<file path="src/rtl/sd_cmd_sequencer.sv">
// sd_cmd_sequencer: runs one SD command transaction (isr clear, cmd/arg write, isr poll, response read) over the 8-bit register port.
// Offsets follow sd_defines.h; define SD_SEQ_WDOG_EN to add the poll watchdog.
module sd_cmd_sequencer #(
    parameter int                POLL_GAP   = 16,
    parameter int                WDOG_W     = 20,
    parameter logic [WDOG_W-1:0] WDOG_LIMIT = 20'hFFFFF
) (
    input  logic         clk,
    input  logic         rst,
    input  logic         req_valid,
    output logic         req_ready,
    input  logic [15:0]  req_cmd,
    input  logic [31:0]  req_arg,
    input  logic         req_long,
    output logic         done,
    output logic [7:0]   status,
    output logic [127:0] resp,
    output logic         bus_we,
    output logic [6:0]   bus_addr,
    output logic [7:0]   bus_wdata,
    input  logic [7:0]   bus_rdata
);
    localparam logic [6:0] A_ARG   = 7'h00;
    localparam logic [6:0] A_CMD   = 7'h04;
    localparam logic [6:0] A_RESP0 = 7'h08;
    localparam logic [6:0] A_ISR   = 7'h34;

    localparam int CW = $clog2((POLL_GAP > 16 ? POLL_GAP : 16) + 1);
    localparam logic [CW-1:0] GAP_END = CW'(POLL_GAP - 1);

    localparam logic [3:0] S_IDLE = 4'd0;
    localparam logic [3:0] S_CLR0 = 4'd1;
    localparam logic [3:0] S_GAP0 = 4'd2;
    localparam logic [3:0] S_WCMD = 4'd3;
    localparam logic [3:0] S_WARG = 4'd4;
    localparam logic [3:0] S_GAP  = 4'd5;
    localparam logic [3:0] S_POLL = 4'd6;
    localparam logic [3:0] S_RESP = 4'd7;
    localparam logic [3:0] S_CLR1 = 4'd8;
    localparam logic [3:0] S_GAP1 = 4'd9;
    localparam logic [3:0] S_DONE = 4'd10;

    logic [3:0]    r_state, w_nstate;
    logic [CW-1:0] r_cnt, w_ncnt;
    logic [15:0]   r_cmd;
    logic [31:0]   r_arg;
    logic          r_long;
    logic [7:0]    r_isr;
    logic          r_ready, r_done, r_we;
    logic [6:0]    r_addr, w_addr;
    logic [7:0]    r_wdata, w_wdata, r_status;
    logic [127:0]  r_resp;
    logic          w_we, w_accept, w_gap_end, w_cmp, w_err, w_fin, w_wdog;
    logic [1:0]    w_sel;

    assign w_accept  = (r_state == S_IDLE) && req_valid;
    assign w_gap_end = r_cnt == GAP_END;
    assign w_cmp     = bus_rdata[0];
    assign w_err     = bus_rdata[1];
    assign w_fin     = w_cmp || w_err;

`ifdef SD_SEQ_WDOG_EN
    logic [WDOG_W-1:0] r_polls;
    assign w_wdog = r_polls == WDOG_LIMIT - WDOG_W'(1);
    always_ff @(posedge clk or negedge rst) begin
        if (!rst)
            r_polls <= '0;
        else if (w_accept)
            r_polls <= '0;
        else if (r_state == S_POLL && !w_fin)
            r_polls <= r_polls + WDOG_W'(1);
    end
`else
    assign w_wdog = 1'b0;
`endif

    always_comb begin
        w_nstate = r_state;
        w_ncnt   = r_cnt + CW'(1);
        case (r_state)
            S_IDLE: begin
                w_ncnt   = '0;
                w_nstate = req_valid ? S_CLR0 : S_IDLE;
            end
            S_CLR0: begin
                w_ncnt   = '0;
                w_nstate = S_GAP0;
            end
            S_GAP0: if (w_gap_end) begin
                w_ncnt   = '0;
                w_nstate = S_WCMD;
            end
            S_WCMD: if (r_cnt[0]) begin
                w_ncnt   = '0;
                w_nstate = S_WARG;
            end
            S_WARG: if (r_cnt == CW'(3)) begin
                w_ncnt   = '0;
                w_nstate = S_GAP;
            end
            S_GAP: if (w_gap_end) begin
                w_ncnt   = '0;
                w_nstate = S_POLL;
            end
            S_POLL: begin
                w_ncnt   = '0;
                w_nstate = (w_fin || w_wdog) ? ((w_cmp && !w_err) ? S_RESP : S_CLR1) : S_GAP;
            end
            S_RESP: if (r_cnt == (r_long ? CW'(15) : CW'(3))) begin
                w_ncnt   = '0;
                w_nstate = S_CLR1;
            end
            S_CLR1: begin
                w_ncnt   = '0;
                w_nstate = S_GAP1;
            end
            S_GAP1: if (w_gap_end) begin
                w_ncnt   = '0;
                w_nstate = S_DONE;
            end
            default: begin
                w_ncnt   = '0;
                w_nstate = S_IDLE;
            end
        endcase
    end

    // Bus outputs are decoded from the next state so they are registered exactly in the cycle of the operation.
    always_comb begin
        w_sel   = ~w_ncnt[1:0];
        w_we    = (w_nstate == S_CLR0) || (w_nstate == S_CLR1) || (w_nstate == S_WCMD) || (w_nstate == S_WARG);
        w_addr  = r_addr;
        w_wdata = r_wdata;
        case (w_nstate)
            S_CLR0, S_CLR1: begin
                w_addr  = A_ISR;
                w_wdata = 8'h00;
            end
            S_POLL: w_addr = A_ISR;
            S_WCMD: begin
                w_addr  = {A_CMD[6:2], 1'b0, ~w_ncnt[0]};
                w_wdata = w_ncnt[0] ? r_cmd[7:0] : r_cmd[15:8];
            end
            S_WARG: begin
                w_addr  = {A_ARG[6:2], w_sel};
                w_wdata = r_arg[{w_sel, 3'b000} +: 8];
            end
            S_RESP: w_addr = {A_RESP0[6:2] + {3'b000, w_ncnt[3:2]}, w_ncnt[1:0]};
            default: ;
        endcase
    end

    always_ff @(posedge clk or negedge rst) begin
        if (!rst) begin
            r_state  <= S_IDLE;
            r_cnt    <= '0;
            r_cmd    <= '0;
            r_arg    <= '0;
            r_long   <= 1'b0;
            r_isr    <= '0;
            r_ready  <= 1'b1;
            r_done   <= 1'b0;
            r_we     <= 1'b0;
            r_addr   <= '0;
            r_wdata  <= '0;
            r_status <= '0;
            r_resp   <= '0;
        end else begin
            r_state <= w_nstate;
            r_cnt   <= w_ncnt;
            r_ready <= w_nstate == S_IDLE;
            r_done  <= w_nstate == S_DONE;
            r_we    <= w_we;
            r_addr  <= w_addr;
            r_wdata <= w_wdata;
            if (w_accept) begin
                r_cmd    <= req_cmd;
                r_arg    <= req_arg;
                r_long   <= req_long;
                r_resp   <= '0;
                r_status <= '0;
            end
            if (r_state == S_POLL)
                r_isr <= (bus_rdata & 8'h7f) | {w_wdog && !w_fin, 7'b0};
            if (r_state == S_RESP)
                r_resp[{r_cnt[3:0], 3'b000} +: 8] <= bus_rdata;
            if (w_nstate == S_DONE)
                r_status <= r_isr;
        end
    end

    assign req_ready = r_ready;
    assign done      = r_done;
    assign status    = r_status;
    assign resp      = r_resp;
    assign bus_we    = r_we;
    assign bus_addr  = r_addr;
    assign bus_wdata = r_wdata;
endmodule
</file>
<file path="config.mk">
export PLATFORM = sky130hd
export DESIGN_NAME = sd_cmd_sequencer
export DESIGN_NICKNAME = d
export VERILOG_FILES = /design/src/rtl/sd_cmd_sequencer.sv
export SDC_FILE = /design/constraint.sdc
export NUM_CORES = 1
export LEC_CHECK = 0
export ABC_CLOCK_PERIOD_IN_PS = 2700
export BUFFER_PORTS_ARGS = -buffer_cell sky130_fd_sc_hd__buf_2
export CELL_PAD_IN_SITES_DETAIL_PLACEMENT = 1
export CELL_PAD_IN_SITES_GLOBAL_PLACEMENT = 2
export CORE_MARGIN = 1
export CORE_UTILIZATION = 30
export DETAILED_ROUTE_END_ITERATION = 7
export PLACE_DENSITY_LB_ADDON = 0.1
export SYNTH_ARGS = -nofsm -noshare
export SYNTH_HDL_FRONTEND = slang
export SYNTH_SLANG_ARGS = --single-unit
</file>
<file path="constraint.sdc">
create_clock -name clk -period 2.7 [get_ports clk]
set_input_delay 0.135 -clock clk [delete_from_list [all_inputs] [get_ports clk]]
set_output_delay 0.135 -clock clk [all_outputs]
set_load 0.005 [all_outputs]
</file>
# ---- Yosys cells after proc, flatten, opt, wreduce, memory -nomap -nowiden
# Cells that the tools add are included.
dict set report word_totals {
  ram_bits 0
  mem_bits_ro 0
  ff_bits 219
  mem_count 0
  latch_bits 0
  wordCells 79
  out_inout_bits 154
}
dict set report op_classes {
  add_sub_neg 3
  order_cmp 0
  multipliers 0
  muxes 24
  eq_ne 19
  n_bitwise 2
  n_shift 3
  n_div 0
  reduce_logical 15
}
# cell count
set ops {}
lappend ops {{two-way mux 128 bit} 2}
lappend ops {{bitwise mux 128 bit} 1}
lappend ops {{variable shift 8 x 9 -> 128 bit (first input constant)} 1}
lappend ops {{variable part select 8 x 9 -> 128 bit} 1}
lappend ops {{case mux 4 bit (10 select lines)} 1}
lappend ops {{two-way mux 4 bit} 9}
lappend ops {{variable part select 32 x 6 -> 8 bit} 1}
lappend ops {{equality test 4 x 3 -> 1 bit (second input constant)} 7}
lappend ops {{case mux 7 bit (4 select lines)} 1}
lappend ops {{two-way mux 8 bit} 3}
lappend ops {{case mux 8 bit (3 select lines)} 1}
lappend ops {{two-way mux 5 bit} 4}
lappend ops {{case mux 5 bit (4 select lines)} 1}
lappend ops {{equality test 4 bit (second input constant)} 4}
lappend ops {{equality test 4 x 2 -> 1 bit (second input constant)} 3}
lappend ops {{negation 7 -> 9 bit} 1}
lappend ops {{equality test 4 x 1 -> 1 bit (second input constant)} 2}
lappend ops {{zero test 4 bit} 2}
lappend ops {{OR reduction 3 bit} 2}
lappend ops {{adder 5 x 1 -> 5 bit (second input constant)} 1}
lappend ops {{equality test 5 x 2 -> 1 bit (second input constant)} 1}
lappend ops {{equality test 5 x 4 -> 1 bit} 1}
lappend ops {{equality test 5 x 4 -> 1 bit (second input constant)} 1}
lappend ops {{logical OR 1 bit} 4}
lappend ops {{10 further kinds} 11}

# ---- Depth between registers and ports, before layout
dict set report depth {
  word_depth 9
  depth_mapped 13
  depth_no_buf 12
}

# ---- Least setup slack after synthesis
# OpenSTA, ideal clock, no wires.
dict set report synth_timing {
  kind {flip-flop to flip-flop}
  from {reg r_cnt[1]}
  to {reg r_wdata[6], in the netlist bus_wdata[6]}
  setup_slack_ns 0.002
  arrival_ns 2.577
  path_stages_with_launch 13
  n_path_buf 1
  cell_sequence {dfrtp_1 -> ha_1 -> nand3_1 -> inv_1 -> ha_1 -> inv_1 -> and3_1 -> a311o_1 -> o221ai_4 -> buf_8 -> mux2i_1 -> a21oi_1 -> o22a_1}
}
dict set report synth_via {
  elab_chain_cells 6
  elab_cells_between_ends 25
  classes_between {1 x add/sub; 7 x eq/ne; 1 x shift; 13 x mux; 1 x bitwise; 2 x reduce/logical}
}
# element line
set synth_lines {}
lappend synth_lines {{start, declared} 44} ;# logic [CW-1:0] r_cnt, w_ncnt;
lappend synth_lines {{start signal, assigned} 170} ;# r_cnt <= w_ncnt;
lappend synth_lines {{adder 5 x 1 -> 5 bit (tied with other cells)} 79} ;# w_ncnt = r_cnt + CW'(1);
lappend synth_lines {{two-way mux 5 bit (tied with other cells)} {89, 101, 117}}
lappend synth_lines {{case mux 5 bit (4 select lines) or case mux 4 bit (10 select lines) (tied branches)} 80} ;# case (r_state)
lappend synth_lines {{inverter 2 bit (tied with other cells)} 130} ;# w_sel = ~w_ncnt[1:0];
lappend synth_lines {{variable part select 32 x 6 -> 8 bit or OR reduction 2 bit (tied branches)} -}
lappend synth_lines {{case mux 8 bit (3 select lines) or nonzero test 3 bit (tied branches)} -}
lappend synth_lines {{end signal, assigned} 175} ;# r_wdata <= w_wdata;
lappend synth_lines {{end, declared} 51} ;# logic [7:0] r_wdata, w_wdata, r_status;
# Parallel ways exist; a longest one is shown, timed or not.
# A chain may end at the register's enable or synchronous reset.

# ---- Worst setup path after layout
# Same ends and word-level chain as after synthesis.

==> run summary <==
TritonCTS Buffers: 26
Tcrit/Tclk final: 97.2%
DR vias: 8104
placed cell area: 0.0111 mm^2
root buffer cell: clkbuf_16
Clock Pin Slew Worst Setup and Hold Paths: 0.06 ns
RSZ-0062 raised after global routing: yes
Fin. Hold Viols: 0
cell-internal power: 8.10 mW
FF-to-FF path depth: 13
die footprint: 0.0320 mm^2
commonest cells after routing, fill and taps aside: nand2_1 (279), dfrtp_1 (216), buf_2 (210)
Top cell by count, worst path: inv_2
Sequential Power Share: 34.9%
Final HPWL DP: 21200 um
First DRT Iteration DRCs: 358
Final Critical Period: 2.63 ns
P_leak: 6.39 nW
Avg Cell Area, Syn: 9.44 um^2
clock power share: 29.3%
hold crit path type: in -> reg
PwrDens: 972 mW/mm^2
asr flop ratio synth: 100%
most common cell after layout, fill and taps aside: nand2_1
initial core utilization: 30.6%
chip height: 179 um
Power Total: 12.5 mW
Max-slew headroom: 40.5%
sequential fraction of the synthesis area: 57.9%
DRT Pass-1 Iters: 4
R2R Path End: bus_wdata[6]$_DFFE_PN0P_
Post-Synthesis Cell Area: 0.00939 mm^2
switching part of the total: 34.9%
CTS sink cnt: 217
Post-synth top flop: dfrtp_1
GRT overflow: 0
Non-Filler Instances: 1693
share of cells above drive strength 1: 27.8%
outcome: complete, no violations
CP Data Required Time: 3.11 ns
later-pin clock latency in the skew report: 0.53 ns
crit end category: register
initial antenna violation count: 1
Ports: 214
Critical Path AT: 3.04 ns
worst-path maximum fanout: 7
WL final: 31600 um
ANT nets after route: 0
ant diodes: 0
TNS Setup: 0 ns
Synth Warn #: 0
synthesized flop and latch total: 217
worst reg2reg setup slack: 0.07 ns
hold path start: bus_rdata[1]
placed insts: 1590
H-tree levels: 1
DR DRC count: 0
Fmax: 0.381 GHz
Tot GR Track Use: 19.7%
Mapped Cells: 994
Critical R2R Launch: r_cnt[1]$_DFF_PN0_
die extent in x: 179 um
maxcap violations: 0
number of global-route vias before repair: 8106
P&R area growth vs syn: 36.5%
CTS tree: yes
Synth cell types: 57
FP Rows: 64
Finished Cell Area: 0.0128 mm^2
Clock Skew: 0.0111 ns
Max Buffers Root-to-Sink: 3
Crit path largest cell delay: 0.35 ns
maximum VDD drop: 0.562 mV
PnR worst setup slack: 0.0744 ns
Final Core Density: 41.8%
fin. max-slew vios: 0
setup slack at placement: -0.129 ns
hold worst-path end: resp[121]$_DFF_PN0_
CP Launch Type: register
core area: 0.0307 mm^2
hold_ws: 0.0384 ns
crit-path cells: ha_2 > nand3_2 > inv_2 > ha_4 > inv_2 > and3_4 > a311o_1 > o221ai_4 > buf_12 > clkbuf_16 > mux2i_4 > o22ai_2 > o22a_1
Slew @ Worst Pin: 0.889 ns
Worst path slowest cell: dfrtp_1
vias per cell: 4.79
final setup vio count: 0
drt wl/cell: 18.7 um
GPL Wtd Cong: 0.821
combinational share of power: 35.7%
first-pass GRT wire length: 48300 um
Psw: 4.35 mW
CP Class: reg -> reg
number of synthesized flops with an enable pin: 0
hold depth: 3
I/O Buffers: 211
# nets final: 1347
largest net degree at the start of global routing: 106
-- critical path: cells and delay by family (launching register included) --
kind,cells,cell delay [ns]
flip-flops,1,0.35
multiplexers,1,0.24
AO/OA/AOI/OAI,4,0.89
buffers and inverters,4,0.43
AND/OR/NAND/NOR,2,0.22
adder cells (fa/ha/maj),2,0.36
-- cell usage after synthesis, types with 3 or more instances --
library cell	number	area share [%]
nor2b_1	6	0.40
and3_1	3	0.20
mux2_2	7	0.84
ha_1	6	0.80
nand2b_1	8	0.53
clkbuf_1	52	2.1
o22ai_1	12	0.80
buf_2	6	0.32
a22o_1	7	0.65
buf_4	4	0.32
mux2i_1	25	2.7
inv_1	20	0.80
o21ai_0	135	7.2
dfrtp_1	216	58
nand2_1	279	11
nor2_1	19	0.76
a21oi_1	14	0.75
nand3_1	103	5.5
nor3_1	11	0.59
o22a_1	9	0.84
-- power by group through the flow --
stage	clock, mW	combinational (mW)	sequential [mW]
after global placement	0	3.93	4.39
after CTS	3.74	4.13	4.32
after global routing	3.87	4.93	4.42
final	3.65	4.45	4.35
after detailed placement	0	4.00	4.36
after floorplan	0	2.58	4.20
-- logic make-up (layout without fill, tap and decap cells) --
kind of cell / after synthesis / count (layout) / synth area share [%]
mux: 32 / 32 / 3.51
xor+xnor: 2 / 2 / 0.187
fa+ha+maj: 6 / 6 / 0.800
other cells: 1 / 2 / 0.0399
buf+inv: 89 / 391 / 4.12
compound gates: 200 / 200 / 12.8
simple gates: 447 / 447 / 20.6
flops: 217 / 217 / 57.9
-- worst max-delay path by stage --
stage	startpoint	cells after the start	endpoint
6_report	r_cnt[1]$_DFF_PN0_	13	bus_wdata[6]$_DFFE_PN0P_
3_5_place_dp	r_cnt[0]$_DFF_PN0_	12	bus_wdata[5]$_DFFE_PN0P_
5_1_grt	r_cnt[0]$_DFF_PN0_	13	bus_wdata[6]$_DFFE_PN0P_
4_1_cts	r_cnt[0]$_DFF_PN0_	12	bus_wdata[5]$_DFFE_PN0P_
2_1_floorplan	r_cnt[1]$_DFF_PN0_	12	bus_wdata[6]$_DFFE_PN0P_
3_3_place_gp	r_cnt[0]$_DFF_PN0_	12	bus_wdata[5]$_DFFE_PN0P_
-- registers in the layout, indices dropped and copies added (netlist names), 4 cells and up --
signal and count:
r_cnt 5, r_state 4, bus_wdata 8, r_isr 7
resp 128, r_cmd 16, bus_addr 6, status 7
r_arg 32
-- layer usage --
layer / up-vias / global-route usage [%] / share of wire (%)
met5: - / 0 / 0.044
met4: 2 / 4.73 / 1.8
met3: 39 / 2.82 / 4.1
met2: 162 / 30.7 / 46
met1: 3961 / 28.5 / 48
li1: 3940 / - / -
-- layout make-up --
| type | count | area [um^2] |
|---|---|---|
| well taps | 396 | 495 |
| repair buffers | 325 | 2180 |
| inverters | 22 | 82.6 |
| clock buffers | 35 | 766 |
| flip-flops and latches | 217 | 5430 |
| clock inverters | 9 | 125 |
| fillers | 3534 | 17900 |
| multi-input cells | 689 | 3730 |
-- repair_timing --
item                                   4_1_cts  5_1_grt
cloned                                       0        3
endpoints found under the hold margin      121        0
hold buffers                                50        0
pin swaps                                    0       13
setup endpoints to repair                   10       71
resized for setup                            7       27
buffers inserted                             0        7
No activity file was read; power rests on OpenSTA's default activity.
